===== src/rtl/divider_arbiter.sv =====
// ---------------------------------------------------------------------------
// divider_arbiter
//
// Purpose:
//   Shares one external pipelined divider between NREQ requesters. Each cycle
//   it grants at most one request, in round-robin order, and registers that
//   request's operands into the divider. A tag pipe as deep as the divider
//   tracks the requester ID and the divide-by-zero flag of each operation. It
//   pairs each divider result with its tag and returns it as a one-cycle
//   response. A result that arrives without a matching tag, or a tag that
//   arrives without a result, sets a sticky error flag.
//
// Ports:
//   clk, rst_n        clock; asynchronous active-low reset
//   arb_en            enables new grants; operations in flight always drain
//   req_valid         per-requester request
//   req_dividend      packed dividends, requester i at [i*N +: N]
//   req_divisor       packed divisors,  requester i at [i*M +: M]
//   req_ready         one-hot grant (combinational)
//   div_enable        registered issue strobe to the divider
//   div_dividend      registered dividend to the divider
//   div_divisor       registered divisor to the divider
//   div_ready         divider result valid
//   div_merchant      divider quotient
//   div_remainder     divider remainder
//   rsp_valid         one-cycle response strobe
//   rsp_id            requester that owns the response
//   rsp_merchant      quotient (0 on divide-by-zero)
//   rsp_remainder     remainder (0 on divide-by-zero)
//   rsp_dz            the divisor was zero
//   busy              an operation is in the issue register, tag pipe or
//                     response register
//   err_tag           sticky result/tag misalignment flag
// ---------------------------------------------------------------------------
module divider_arbiter #(
    parameter int NREQ = 4,
    parameter int N    = 5,
    parameter int M    = 3,
    parameter int LAT  = N,
    parameter int IDW  = $clog2(NREQ)
) (
    input  logic                clk,
    input  logic                rst_n,
    input  logic                arb_en,
    input  logic [NREQ-1:0]     req_valid,
    input  logic [NREQ*N-1:0]   req_dividend,
    input  logic [NREQ*M-1:0]   req_divisor,
    output logic [NREQ-1:0]     req_ready,
    output logic                div_enable,
    output logic [N-1:0]        div_dividend,
    output logic [M-1:0]        div_divisor,
    input  logic                div_ready,
    input  logic [N-1:0]        div_merchant,
    input  logic [M-1:0]        div_remainder,
    output logic                rsp_valid,
    output logic [IDW-1:0]      rsp_id,
    output logic [N-1:0]        rsp_merchant,
    output logic [M-1:0]        rsp_remainder,
    output logic                rsp_dz,
    output logic                busy,
    output logic                err_tag
);

    // One extra bit so that rr + offset can be reduced modulo NREQ
    // without overflowing when NREQ is not a power of two.
    localparam int              IDX_W  = IDW + 1;
    localparam logic [IDW:0]    NREQ_W = IDX_W'(NREQ);

    // Round-robin pointer
    logic [IDW-1:0]             rr_q, rr_d;

    // Issue stage
    logic                       div_enable_q, div_enable_d;
    logic [N-1:0]               div_dividend_q, div_dividend_d;
    logic [M-1:0]               div_divisor_q, div_divisor_d;
    logic [IDW-1:0]             issue_id_q, issue_id_d;

    // Tag pipe; stage LAT-1 lines up with div_ready
    logic [LAT-1:0]             tag_valid_q, tag_valid_d;
    logic [LAT-1:0][IDW-1:0]    tag_id_q, tag_id_d;
    logic [LAT-1:0]             tag_dz_q, tag_dz_d;

    // Response stage
    logic                       rsp_valid_q, rsp_valid_d;
    logic [IDW-1:0]             rsp_id_q, rsp_id_d;
    logic [N-1:0]               rsp_merchant_q, rsp_merchant_d;
    logic [M-1:0]               rsp_remainder_q, rsp_remainder_d;
    logic                       rsp_dz_q, rsp_dz_d;
    logic                       err_tag_q, err_tag_d;

    // Arbiter intermediates
    logic [IDW:0]               scan;
    logic [IDW:0]               next_idx;
    logic [IDW-1:0]             grant_idx;
    logic                       grant_found;
    logic                       grant_ok;
    logic                       transfer;

    // Tag pipe output intermediates
    logic                       tag_out_valid;
    logic                       rsp_hit;

    // Scan the requesters starting at the round-robin pointer and take the
    // first one that is asking. The grant is withheld while arb_en is low
    // or reset is asserted.
    always_comb begin
        grant_found = 1'b0;
        grant_idx   = '0;
        scan        = '0;
        for (int k = 0; k < NREQ; k++) begin
            scan = {1'b0, rr_q} + IDX_W'(k);
            if (scan >= NREQ_W) begin
                scan = scan - NREQ_W;
            end
            if (!grant_found && req_valid[scan[IDW-1:0]]) begin
                grant_found = 1'b1;
                grant_idx   = scan[IDW-1:0];
            end
        end
        grant_ok  = grant_found & arb_en & rst_n;
        req_ready = '0;
        if (grant_ok) begin
            req_ready[grant_idx] = 1'b1;
        end
        transfer = |(req_valid & req_ready);
    end

    // The pointer moves one past the winner on a transfer and holds
    // otherwise.
    always_comb begin
        rr_d     = rr_q;
        next_idx = {1'b0, grant_idx} + IDX_W'(1);
        if (transfer) begin
            if (next_idx == NREQ_W) begin
                rr_d = '0;
            end else begin
                rr_d = next_idx[IDW-1:0];
            end
        end
    end

    // The issue register captures the winner's operands and ID. The strobe
    // is high only for the cycle after a transfer; the operands hold otherwise.
    always_comb begin
        div_enable_d   = transfer;
        div_dividend_d = div_dividend_q;
        div_divisor_d  = div_divisor_q;
        issue_id_d     = issue_id_q;
        if (transfer) begin
            div_dividend_d = req_dividend[int'(grant_idx) * N +: N];
            div_divisor_d  = req_divisor[int'(grant_idx) * M +: M];
            issue_id_d     = grant_idx;
        end
    end

    // Stage 0 loads while div_enable is high, the same cycle that the
    // divider samples the operands. The result therefore pops out of the
    // last stage together with div_ready.
    always_comb begin
        tag_valid_d    = '0;
        tag_id_d       = '0;
        tag_dz_d       = '0;
        tag_valid_d[0] = div_enable_q;
        tag_id_d[0]    = issue_id_q;
        tag_dz_d[0]    = (div_divisor_q == '0);
        for (int s = 1; s < LAT; s++) begin
            tag_valid_d[s] = tag_valid_q[s-1];
            tag_id_d[s]    = tag_id_q[s-1];
            tag_dz_d[s]    = tag_dz_q[s-1];
        end
    end

    // A response is registered only when a result and a valid tag arrive
    // together. Any disagreement between them is latched into err_tag and
    // gives no response.
    always_comb begin
        tag_out_valid   = tag_valid_q[LAT-1];
        rsp_hit         = div_ready & tag_out_valid;
        rsp_valid_d     = rsp_hit;
        rsp_id_d        = rsp_id_q;
        rsp_merchant_d  = rsp_merchant_q;
        rsp_remainder_d = rsp_remainder_q;
        rsp_dz_d        = rsp_dz_q;
        err_tag_d       = err_tag_q | (div_ready ^ tag_out_valid);
        if (rsp_hit) begin
            rsp_id_d        = tag_id_q[LAT-1];
            rsp_dz_d        = tag_dz_q[LAT-1];
            rsp_merchant_d  = tag_dz_q[LAT-1] ? '0 : div_merchant;
            rsp_remainder_d = tag_dz_q[LAT-1] ? '0 : div_remainder;
        end
    end

    // All state registers. Reset discards any work in flight.
    always_ff @(posedge clk or negedge rst_n) begin
        if (!rst_n) begin
            rr_q            <= '0;
            div_enable_q    <= 1'b0;
            div_dividend_q  <= '0;
            div_divisor_q   <= '0;
            issue_id_q      <= '0;
            tag_valid_q     <= '0;
            tag_id_q        <= '0;
            tag_dz_q        <= '0;
            rsp_valid_q     <= 1'b0;
            rsp_id_q        <= '0;
            rsp_merchant_q  <= '0;
            rsp_remainder_q <= '0;
            rsp_dz_q        <= 1'b0;
            err_tag_q       <= 1'b0;
        end else begin
            rr_q            <= rr_d;
            div_enable_q    <= div_enable_d;
            div_dividend_q  <= div_dividend_d;
            div_divisor_q   <= div_divisor_d;
            issue_id_q      <= issue_id_d;
            tag_valid_q     <= tag_valid_d;
            tag_id_q        <= tag_id_d;
            tag_dz_q        <= tag_dz_d;
            rsp_valid_q     <= rsp_valid_d;
            rsp_id_q        <= rsp_id_d;
            rsp_merchant_q  <= rsp_merchant_d;
            rsp_remainder_q <= rsp_remainder_d;
            rsp_dz_q        <= rsp_dz_d;
            err_tag_q       <= err_tag_d;
        end
    end

    // Output drive; busy covers every place an operation can be held.
    assign div_enable    = div_enable_q;
    assign div_dividend  = div_dividend_q;
    assign div_divisor   = div_divisor_q;
    assign rsp_valid     = rsp_valid_q;
    assign rsp_id        = rsp_id_q;
    assign rsp_merchant  = rsp_merchant_q;
    assign rsp_remainder = rsp_remainder_q;
    assign rsp_dz        = rsp_dz_q;
    assign err_tag       = err_tag_q;
    assign busy          = div_enable_q | (|tag_valid_q) | rsp_valid_q;

endmodule


===== config.mk =====
export PLATFORM = sky130hd
export DESIGN_NAME = divider_arbiter
export DESIGN_NICKNAME = d
export VERILOG_FILES = /design/src/rtl/divider_arbiter.sv
export SDC_FILE = /design/constraint.sdc
export NUM_CORES = 1
export LEC_CHECK = 0
export CAP_MARGIN = 20
export CORE_ASPECT_RATIO = 0.75
export CORE_MARGIN = 3
export CORE_UTILIZATION = 45
export CTS_BUF_LIST = sky130_fd_sc_hd__clkbuf_4 sky130_fd_sc_hd__clkbuf_8
export DETAILED_ROUTE_END_ITERATION = 12
export HOLD_SLACK_MARGIN = 0.06
export PLACE_DENSITY = 0.9
export SLEW_MARGIN = 20
export SYNTH_ARGS = -nofsm -noshare
export SYNTH_HDL_FRONTEND = slang
export SYNTH_SLANG_ARGS = --single-unit

===== constraint.sdc =====
create_clock -name clk -period 7.6 [get_ports clk]
set_clock_uncertainty 0.15 [all_clocks]
set_input_delay 1.52 -clock clk [delete_from_list [all_inputs] [get_ports clk]]
set_output_delay 1.52 -clock clk [all_outputs]
set_load 0.01 [all_outputs]

==> run summary, run 1 <==
The tools report the overall die area as 5230 um^2. The shortest clock period the worst path allows after layout is 5670 ps, and the number of setup buffers added after CTS is 0. The area growth from synthesis to layout is 44.8%. After synthesis the netlist holds a flip-flop and latch count of 46. The logs give 0 for the count of maximum capacitance violations and 1850 um for the met2 routed wirelength. In the routed design, unresolved DRC markers number 0. The logs give 0 for the number of setup violations in the final report and 0 for the initial antenna violation count. Dividing the detail-routed via count by the number of cells gives 5.05. For this run, the top clock speed supported by timing is 176 MHz. The first global-routing pass estimated 6660 um of wire.

The run gives 0.582 as the share of synthesized area occupied by flip-flops and latches. TritonCTS built the clock tree. The detail route stage leaves a number of antenna-violating nets equal to 0. Detailed routing inserted a total of 1398 vias. For the antenna cell count, the log shows 0.

The congestion estimate from routability-driven global placement came to 0.724. The fraction of final layout cells sized beyond drive strength 1 was 0.131; the clock sink count was 46. Port buffering added 74 buffers. The tools report the critical path launch point type as an input pin. The net count reported at finish came out at 271. The run gives 196 as the net count after synthesis. Of all nets on the critical path, the largest fanout is 14. The flow ran to the end, and the final reports show no timing, DRC or antenna violations. In the synthesized netlist the dominant register cell turns out to be sky130_fd_sc_hd__dfrtp_1.

The total instance count after detailed placement is 269. The total iterations of the first detailed-routing run came out at 4. The pin count of the biggest net entering global routing was 50. In the final routing, the length of wire on met1 measures 1620 um. STA classifies the critical path endpoint as an output pin. Classification of the worst-slack hold path: reg2reg. After legalization and detailed placement, the total HPWL measured 2970 um. After the flow finishes, the layout carries non-filler instances totaling 277.

The async set or reset register ratio after synthesis works out to 1.00. The total of cells resized after clock tree synthesis was 0. The number of pins exceeding their max-slew limit in the final report was 0.

The synthesized area divided by synthesized cell count came out at 13.5 um^2. Yosys attributes the largest share of cell area to sky130_fd_sc_hd__dfrtp_1 (58%), sky130_fd_sc_hd__mux2i_1 (13%), sky130_fd_sc_hd__mux2_4 (6.1%). Before CTS, the worst setup slack after placement is 1910 ps. The floorplan die width is 82.5 um, and the core footprint is 4130 um^2.

The power density over cell area was 335 nW/um^2. For the worst slew margin relative to its limit, the log shows 0.488. The uppermost metal layer occupied by signal nets is met4. The tools report the cts-stage hold buffer count as 0.

The violation count after the first detailed-route iteration was 54; the total routing usage reported by global routing was 0.166. For the residual overflow from global routing, the log shows 0. Final worst-path cycle share: 0.746. After detailed routing, the average wire length per cell comes to 14.2 um. The starting utilization of the core area is 0.479.

The logs give 2 for the maximum number of buffers from clock root to sink and 414 um for the met3 wire length. For the worst setup path, the data arrival time is 4000 ps. By count the netlist is led by sky130_fd_sc_hd__dfrtp_1 (46), sky130_fd_sc_hd__mux2i_1 (26), sky130_fd_sc_hd__inv_1 (11), sky130_fd_sc_hd__o21ai_0 (9).

The design draws 958 uW. The tools report the final number of hold-violating endpoints as 0. In this run the vertical extent of the chip is 63.4 um.

The most common cell in the netlist is sky130_fd_sc_hd__dfrtp_1. Setup repair after global routing left no endpoint under its margin. The number of CTS-inserted buffers came out at 5. The standard-cell row count came out at 20. The root buffer cell is sky130_fd_sc_hd__clkbuf_8.

For the worst-skew pair, the clock arrives at the later sink with an insertion delay of 280 ps. For this run, the number of Yosys warnings is 0. The logs give 0.00127 uW for the static leakage and 1454 for the number of global-route vias before repair. The tools report the accumulated negative setup slack as 0 ps. The area fraction of the dominant cell type after synthesis is 0.582. Across the VDD grid, the largest voltage drop is 148 uV. Counting distinct cell types in the post-synthesis netlist gives 27.

Number of ports placed on the die boundary: 75. The cell count after synthesis came out at 146. Post-CTS clock slew at the launch and capture registers of the worst setup and hold paths: 80 ps. The critical path class was in2out. The required time reported for the critical path endpoint was 5930 ps; the actual slew at the worst max-slew pin was 766 ps. The number of synthesized flops with an enable pin came out at 0.

For this block, the routed nets add up to 3930 um of wire. Biggest area consumer among synthesized cells: sky130_fd_sc_hd__dfrtp_1. The count of H-tree levels built during CTS was 2. In this run the cell area of the synthesized design comes to 1980 um^2. Smallest setup slack after layout: 1930 ps.
-- registers in the layout, indices dropped and copies added (netlist names), 2 cells and up --
| name | count |
|---|---|
| div_dividend | 5 |
| issue_id_q | 2 |
| rsp_remainder | 3 |
| div_divisor | 3 |
| rsp_merchant | 5 |
| rsp_id | 2 |
| tag_id_q | 2 |
| tag_id_d | 8 |
| tag_valid_q | 5 |
| rr_q | 2 |
| tag_dz_q | 5 |
-- per-layer routing --
metal / GRT usage / up-vias
met4: 0.0408 / 0
met3: 0.0614 / 5
met1: 0.202 / 668
met2: 0.275 / 65
li1: - / 660
met5: 0 / -
-- final cells by class --
| class | count | area, um^2 |
|---|---|---|
| inverter | 11 | 41.3 |
| fill | 310 | 1270 |
| sequential | 46 | 1150 |
| timing repair buffer | 74 | 738 |
| multi-input combinational | 83 | 751 |
| clock buffer | 5 | 68.8 |
| tap | 55 | 68.8 |
| clock inverter | 3 | 43.8 |
-- critical path: stages --
cell,delay (ps)
sky130_fd_sc_hd__clkdlybuf4s50_1,480
sky130_fd_sc_hd__mux2i_1,210
sky130_fd_sc_hd__o22ai_1,140
sky130_fd_sc_hd__nor2_2,610
sky130_fd_sc_hd__ha_1,310
sky130_fd_sc_hd__inv_1,50
sky130_fd_sc_hd__nor2_1,110
sky130_fd_sc_hd__clkdlybuf4s50_1,550
-- layout by cell type (no fill, tap or decap) --
master / netlist / routed
sky130_fd_sc_hd__or2_2: 1 / 1
sky130_fd_sc_hd__o22ai_1: 1 / 1
sky130_fd_sc_hd__dfrtp_1: 46 / 46
sky130_fd_sc_hd__nand3_1: 2 / 2
sky130_fd_sc_hd__buf_4: 0 / 1
sky130_fd_sc_hd__clkinv_2: 0 / 1
sky130_fd_sc_hd__nand2_1: 2 / 2
sky130_fd_sc_hd__clkdlybuf4s50_1: 0 / 73
sky130_fd_sc_hd__a2bb2oi_4: 1 / 1
sky130_fd_sc_hd__clkbuf_8: 0 / 5
sky130_fd_sc_hd__nor3_1: 3 / 3
sky130_fd_sc_hd__nand2b_1: 1 / 1
sky130_fd_sc_hd__a21oi_2: 1 / 1
sky130_fd_sc_hd__inv_6: 0 / 1
sky130_fd_sc_hd__nor2_2: 1 / 1
sky130_fd_sc_hd__bufinv_16: 0 / 1
sky130_fd_sc_hd__mux2_4: 8 / 8
sky130_fd_sc_hd__nand3_2: 1 / 1
sky130_fd_sc_hd__ha_1: 2 / 2
sky130_fd_sc_hd__nor3b_1: 1 / 1
sky130_fd_sc_hd__inv_1: 11 / 11
sky130_fd_sc_hd__a21oi_1: 4 / 4
sky130_fd_sc_hd__nor2_1: 2 / 2
sky130_fd_sc_hd__a41o_4: 1 / 1
sky130_fd_sc_hd__nor4_1: 1 / 1
sky130_fd_sc_hd__nand3b_1: 8 / 8
sky130_fd_sc_hd__mux2i_1: 26 / 26
sky130_fd_sc_hd__mux2_2: 6 / 6
sky130_fd_sc_hd__o21ai_0: 9 / 9
sky130_fd_sc_hd__or4_1: 1 / 1
-- path summary, 6_finish.rpt --
| path | from | end | slack, ps | cells past startpoint |
|---|---|---|---|---|
| worst max register to register | rr_q[1] | issue_id_q[0] | 4790 | 6 |
| min in group asynchronous | rst_n | tag_id_q[8] | 1080 | 1 |
| worst min register to register | tag_dz_q[2] | tag_dz_q[3] | 190 | 0 |
| worst min-delay path | tag_dz_q[2] | tag_dz_q[3] | 190 | 0 |
| max in group asynchronous | rst_n | tag_dz_q[2] | 5820 | 1 |
| worst max-delay path | req_valid[2] | req_ready[3] | 1930 | 8 |
-- power by group --
| part | internal [uW] | switching (uW) | leakage [uW] |
|---|---|---|---|
| Clock | 98.5 | 78.1 | 0.0000585 |
| Sequential | 348 | 57.3 | 0.000567 |
| Combinational | 229 | 148 | 0.000640 |
-- per-stage QoR --
step	util	hold WS [ps]	area (um^2)
floorplan	-	181	1980
global placement	0.665	182	2750
detailed placement	0.665	185	2750
CTS	0.693	201	2860
global route	0.693	209	2860
finish	0.693	195	2860
-- cells by family (layout without fill, tap and decap cells) --
logic type	Yosys count	after routing	share of synthesized area
flip-flops	46	46	0.582
buffers and inverters	17	93	0.0380
AO/OA/AOI/OAI	17	17	0.0646
multiplexers	40	40	0.227
AND/OR/NAND/NOR	24	24	0.0760
adder cells (fa/ha/maj)	2	2	0.0127
(Power assumes the default switching activity.)
==> inputs of run 2 (changes only) <==
==> constraint.sdc (replaced) <==
create_clock -name clk -period 5.7 [get_ports clk]
set_clock_uncertainty 0.15 [all_clocks]
set_input_delay 1.14 -clock clk [delete_from_list [all_inputs] [get_ports clk]]
set_output_delay 1.14 -clock clk [all_outputs]
set_load 0.01 [all_outputs]
==> run 2 against run 1 <==
Cell count rose by 1.1%. Critical path depth up 1. Register-to-register slack got worse by 1500 ps. First-iteration DRC count shrank 67%. Combinational power up 36%. Hold slack gained 7.9 ps. Sequential power grew 33%. Wire length up 5.2%. Critical path type unchanged.
==> run summary, run 2 (synthesized netlist as in run 1, its figures left out) <==
The run finished with clean final reports. The tools report the total iterations of the first detailed-routing run as 4. Traced cell by cell, the critical path runs through clkdlybuf4s50_1, mux2i_1, o22ai_1, nor2_2, buf_4, ha_1, inv_1, nor2_1, clkdlybuf4s50_1. The total detailed-routing wirelength was 4130 um.

The root buffer cell is sky130_fd_sc_hd__clkbuf_8. In this run the power density over the cells is 447 nW/um^2. The logs give 0 for the number of setup buffers added after CTS and 0 for the number of setup violations in the final report. The required time reported for the critical path endpoint is 4410 ps.

Detailed routing inserted a total of 1410 vias. The count of nets left with antenna violations once routing finished came out at 0. The remaining routing DRC violations was 0.

For the count of H-tree levels built during CTS, the log shows 2. For the worst setup path, the data arrival time is 3240 ps. Adding up every negative setup slack in the final design gives 0 ps. The first global-routing pass estimated 6740 um of wire. The core footprint was 4130 um^2.

After detailed routing, the average wire length per cell comes to 14.8 um. The area taken by flip-flops and latches was 1150 um^2; the net count reported at finish was 274. Routability-driven placement finished with a final weighted congestion of 0.711. The critical path class was in2out. In the routed layout, each cell is associated on average with a via count of 5.04.

The overall power consumption was 1290 uW; the final worst-path cycle share was 0.794. The overall die area came out at 5230 um^2. The most numerous cell type found on the critical path is sky130_fd_sc_hd__clkdlybuf4s50_1. The initialized floorplan defines 20 standard-cell rows.

For flop-to-flop paths, the worst setup slack is 3250 ps. The number of placed instances, taps included, is 272. The number of antenna diodes in the final layout is 0.

The layout has 309 filler cells. The count of buffers added on input and output ports is 74. The tools report the initial antenna violation count as 0. In this run, the number of DRC markers left after iteration 0 of detailed routing was 18.

The wire-length estimate of the detail-placed layout is 3080 um. The tools report the number of ports placed on the die boundary as 75. VDD sags by at most 207 uV.

Along the worst path, the maximum fanout reaches 13. For the final number of hold-violating endpoints, the log shows 0. The tools report the number of pins exceeding their max-slew limit in the final report as 0. At the pin with the least slew margin, the transition time is 629 ps.

For this design, the CTS-stage hold fixing added 0 buffers. The library cell used most frequently in the layout, excluding fill and tap cells, is sky130_fd_sc_hd__clkdlybuf4s50_1. From synthesis to final layout, the design area changed by 45.9%. Counting along the longest clock path gives a buffer depth of 2. Count of maximum capacitance violations: 0. For this run, the top clock speed supported by timing is 221 MHz. In this run, post-CTS repair resized a total of 0 instances.

The clock reaches the later pin of the worst-skew pair after 290 ps. The starting utilization of the core area was 0.479; the floorplan die width was 82.5 um. The nature of the critical path endpoint was an output pin.

Clock-pin slew was measured on the worst setup and hold paths at 80 ps. The fraction of final layout cells sized beyond drive strength 1 is 0.142, and the shortest clock period the worst path allows after layout is 4530 ps. The number of flip-flops in the largest register came out at 8. The run gives 0 as the residual overflow from global routing.

The tools report the number of global-route vias before repair as 1418. The min-delay analysis places its worst path in the category reg2reg. TritonCTS built the clock tree. On the worst path, the slowest cell contributes a delay of 550 ps. Buffers inserted during clock tree synthesis total 5.

The run gives 280 as the post-layout instance count excluding filler cells. In this run the vertical extent of the chip is 63.4 um. The pin count of the biggest net entering global routing is 49. Setup repair after global routing left no endpoint under its margin.

Area of the multi-input gates: 751 um^2. The tools report the critical path launch point type as an input pin. The slowest stage of the critical path belongs to the cell sky130_fd_sc_hd__clkdlybuf4s50_1. Clock tree synthesis found a total of 46 sinks.

The total routing usage reported by global routing was 0.174; the static leakage was 0.00128 uW. The run gives 0.581 as the worst slew margin relative to its limit. In the layout the commonest cells are sky130_fd_sc_hd__clkdlybuf4s50_1 (73), sky130_fd_sc_hd__dfrtp_1 (46), sky130_fd_sc_hd__mux2i_1 (26).
## run 2: per-stage QoR
stage / worst slack (ps) / cell area (um^2) / utilization / hold slack [ps]
finish: 1170 / 2880 / 0.698 / 203
global route: 1070 / 2880 / 0.698 / 214
CTS: 1170 / 2880 / 0.698 / 204
detailed placement: 1180 / 2770 / 0.671 / 186
global placement: 1260 / 2770 / 0.671 / 181
floorplan: 2130 / 1980 / - / 181
## run 2: final cells by class
class	instances	area share
multi-input combinational	83	0.260
clock inverter	2	0.0130
sequential	46	0.399
timing repair buffer	77	0.263
inverter	11	0.0143
clock buffer	6	0.0265
tap	55	0.0239
## run 2: path summary, 6_finish.rpt
kind,startpoint,to,cells past startpoint
setup / recovery,req_valid[2],req_ready[3],9
hold / removal,tag_id_d[2],tag_id_d[4],0
setup reg to reg,rr_q[1],div_divisor[1],7
hold reg to reg,tag_id_d[2],tag_id_d[4],0
max in group asynchronous,rst_n,tag_id_d[5],2
min in group asynchronous,rst_n,tag_id_d[6],2
## run 2: report_power, final
group	switching (uW)	internal, uW	total (uW)
clock network	103	135	238
registers	73.7	464	537
logic	202	311	513
## run 2: worst max-delay path: cells and delay by family
kind | cells | cell delay [ps]
mux | 1 | 170
buf+inv | 4 | 1330
compound gates | 1 | 130
simple gates | 2 | 260
fa+ha+maj | 1 | 210
## run 2: routing by layer
metal | wire [um] | part of all wire | global-route usage
met1 | 1690 | 0.41 | 0.215
met2 | 1920 | 0.46 | 0.268
met3 | 460 | 0.11 | 0.0786
met4 | 61 | 0.015 | 0.0592
met5 | 0 | 0 | 0
==> inputs of run 3 (changes only) <==
==> constraint.sdc (replaced) <==
create_clock -name clk -period 4.5 [get_ports clk]
set_clock_uncertainty 0.15 [all_clocks]
set_input_delay 0.9 -clock clk [delete_from_list [all_inputs] [get_ports clk]]
set_output_delay 0.9 -clock clk [all_outputs]
set_load 0.01 [all_outputs]
==> run 3 against run 2 <==
Setup slack worse by 650 ps. Clock power is 28% higher. Critical endpoint unchanged. Sequential power is 27% higher. Global-route usage hardly changed. Largest cell class unchanged. Largest power group unchanged. Die area stayed put.
==> run summary, run 3 (synthesized netlist as in run 1, its figures left out) <==
The dominant cell type by count on the critical path is sky130_fd_sc_hd__clkdlybuf4s50_1. The worst stage delay on the critical path came out at 550 ps. The maximum ir drop on the vdd rail came out at 278 uV. Number of flip-flops in the largest register: 8. In this run the clock root is driven by a sky130_fd_sc_hd__clkbuf_8. Power spread over the standard cell area amounts to 566 nW/um^2.

The final number of hold-violating endpoints was 0; the share of total power consumed by net switching was 0.296. The final RePlAce weighted congestion was 0.845. Along the worst path, the maximum fanout reaches 7. The total of cells resized after clock tree synthesis was 0; the number of setup buffers added after CTS was 0.

Leaving out fill and tap cells, the most frequent cells in the layout are sky130_fd_sc_hd__clkdlybuf4s50_1 (73), sky130_fd_sc_hd__dfrtp_1 (46), sky130_fd_sc_hd__mux2i_1 (26). In the final routed layout, each cell accounts on average for 14.4 um. The shortest clock period the worst path allows after layout is 3970 ps, and the post-detailed-route via-to-cell ratio is 5.02. Across the run, the number of max-cap violations was 0. After the first detailed-routing iteration, the DRC count stood at 34. Cell with the largest stage delay on the worst path: sky130_fd_sc_hd__clkdlybuf4s50_1. TritonCTS built the clock tree. For the accumulated negative setup slack, the log shows 0 ps. The flow ran to the end, and the final reports show no timing, DRC or antenna violations. The clock net in this run drives a total of 46 sinks.

Prior to clock tree synthesis, the placed netlist has a worst setup slack of 518 ps. In this run the vertical extent of the chip is 63.4 um. Maximum number of buffers from clock root to sink: 2.

The post-CTS clock slew at the launch and capture registers of the worst setup and hold paths is 80 ps. After floorplanning, the core was divided into 20 placement rows. Summed over all layers, the global routing overflow is 0. The run gives 0.173 as the total routing usage reported by global routing. In this run the power spent charging and discharging nets is 483 uW. For the combinational power share, the log shows 0.396. The final worst-path cycle share came out at 0.883.

The run gives 0.186 as the clock network fraction of design power. The overall die area was 5230 um^2; the number of fill cells in the layout was 304. The fraction of final layout cells sized beyond drive strength 1 is 0.142, and the data arrival time of the critical path is 2920 ps.

The tools report the area of the multi-input gates as 751 um^2. The number of CTS-inserted buffers came out at 5. The worst hold path belongs to the class reg2reg. The most common cell after layout, fill and taps aside was sky130_fd_sc_hd__clkdlybuf4s50_1.

The core footprint was 4130 um^2; the number of pins exceeding their max-slew limit in the final report was 0. The internal power was 1150 uW; the floorplan die width was 82.5 um. STA classifies the critical path startpoint as an input pin. Relative to the synthesized area, the layout overhead comes to 45.8%.

The worst slew margin relative to its limit came out at 0.597. Once detailed placement completed, the half-perimeter wirelength came to 3090 um. The final route contains 1405 vias.

The smallest setup slack after layout was 526 ps; the starting utilization of the core area was 0.479. The run gives 0 as the number of setup violations in the final report. Registers take 1150 um^2. The tools report the number of global-route vias before repair as 1524. The tools report the count of H-tree levels built during CTS as 2. The first-pass GRT wire length is 6760 um. Setup repair after global routing left no endpoint under its margin.

The logs give 0 for the antenna cell count and 290 ps for the clock latency on the worst-skew pair. The critical path is of the in2out type. Input and output buffers added on the ports amount to 74. Traced cell by cell, the critical path runs through clkdlybuf4s50_1, mux2i_1, o22ai_1, nor2_2, ha_1, inv_1, nor2_1, clkdlybuf4s50_1. Wires add up to 4040 um. At the pin with the least slew margin, the transition time is 605 ps.

The run gives 0 as the remaining routing DRC violations. The logs give 274 for the net count reported at finish and 252 MHz for the highest attainable clock frequency. The power share of the sequential group came out at 0.418. Required time reported for the critical path endpoint: 3450 ps. STA classifies the critical path endpoint as an output pin.

Before antenna repair, the detailed router went through 4 iterations. For this design, the CTS-stage hold fixing added 0 buffers. In this run the static leakage power is 0.00128 uW. Initial antenna violation count: 0. The number of ports placed on the die boundary was 75. In this run the remaining antenna-violating nets after routing total 0. Entering global routing, the biggest net connects 48 pins.
[run 3: worst paths after layout]
| check | startpoint | end | slack (ps) | depth (start not counted) |
|---|---|---|---|---|
| setup / recovery | req_valid[2] | req_ready[3] | 530 | 8 |
| hold / removal | tag_id_d[6] | tag_id_d[8] | 200 | 0 |
| setup reg to reg | rr_q[1] | issue_id_q[0] | 2130 | 6 |
| hold reg to reg | tag_id_d[6] | tag_id_d[8] | 200 | 0 |
| max in group asynchronous | rst_n | tag_valid_q[0] | 3240 | 2 |
| min in group asynchronous | rst_n | tag_dz_q[2] | 590 | 2 |
[run 3: per-stage QoR]
| step | area (um^2) | util | power [uW] | std cells | hold WS [ps] |
|---|---|---|---|---|---|
| after floorplan | 1980 | - | 1030 | 146 | 181 |
| after global placement | 2770 | 0.671 | 1320 | 272 | 181 |
| after detailed placement | 2770 | 0.671 | 1340 | 272 | 186 |
| after CTS | 2880 | 0.698 | 1650 | 280 | 205 |
| after global routing | 2880 | 0.698 | 1740 | 280 | 216 |
| final | 2880 | 0.698 | 1630 | 280 | 202 |
[run 3: critical path, delay by kind of cell]
family                     cells  cell delay [ps]
buffers and inverters          3             1070
adders and majority gates      1              240
and+or+nand+nor                2              430
AOI/OAI and AO/OA              1              120
muxes                          1              160
[run 3: per-layer routing]
layer  track usage  part of all wire  wire length (um)  vias up
met5             0                 0                 0        -
met3        0.0757              0.11               438        5
met1         0.188              0.40              1640      672
met2         0.289              0.47              1920       61
li1              -                 -                 -      667
met4        0.0776             0.012                48        0
[run 3: final cells by class]
type / count / area share
Clock buffer: 5 / 0.0239
Tap cell: 55 / 0.0239
Timing Repair Buffer: 77 / 0.263
Clock inverter: 3 / 0.0152
Inverter: 11 / 0.0143
Multi-Input combinational cell: 83 / 0.260
Sequential cell: 46 / 0.399
[run 3: power groups by stage]
stage               combinational, uW  sequential, uW  clock [uW]
finish                            646             681         304
global route                      704             708         328
CTS                               656             685         311
detailed placement                654             690           0
global placement                  635             682           0
floorplan                         324             709           0
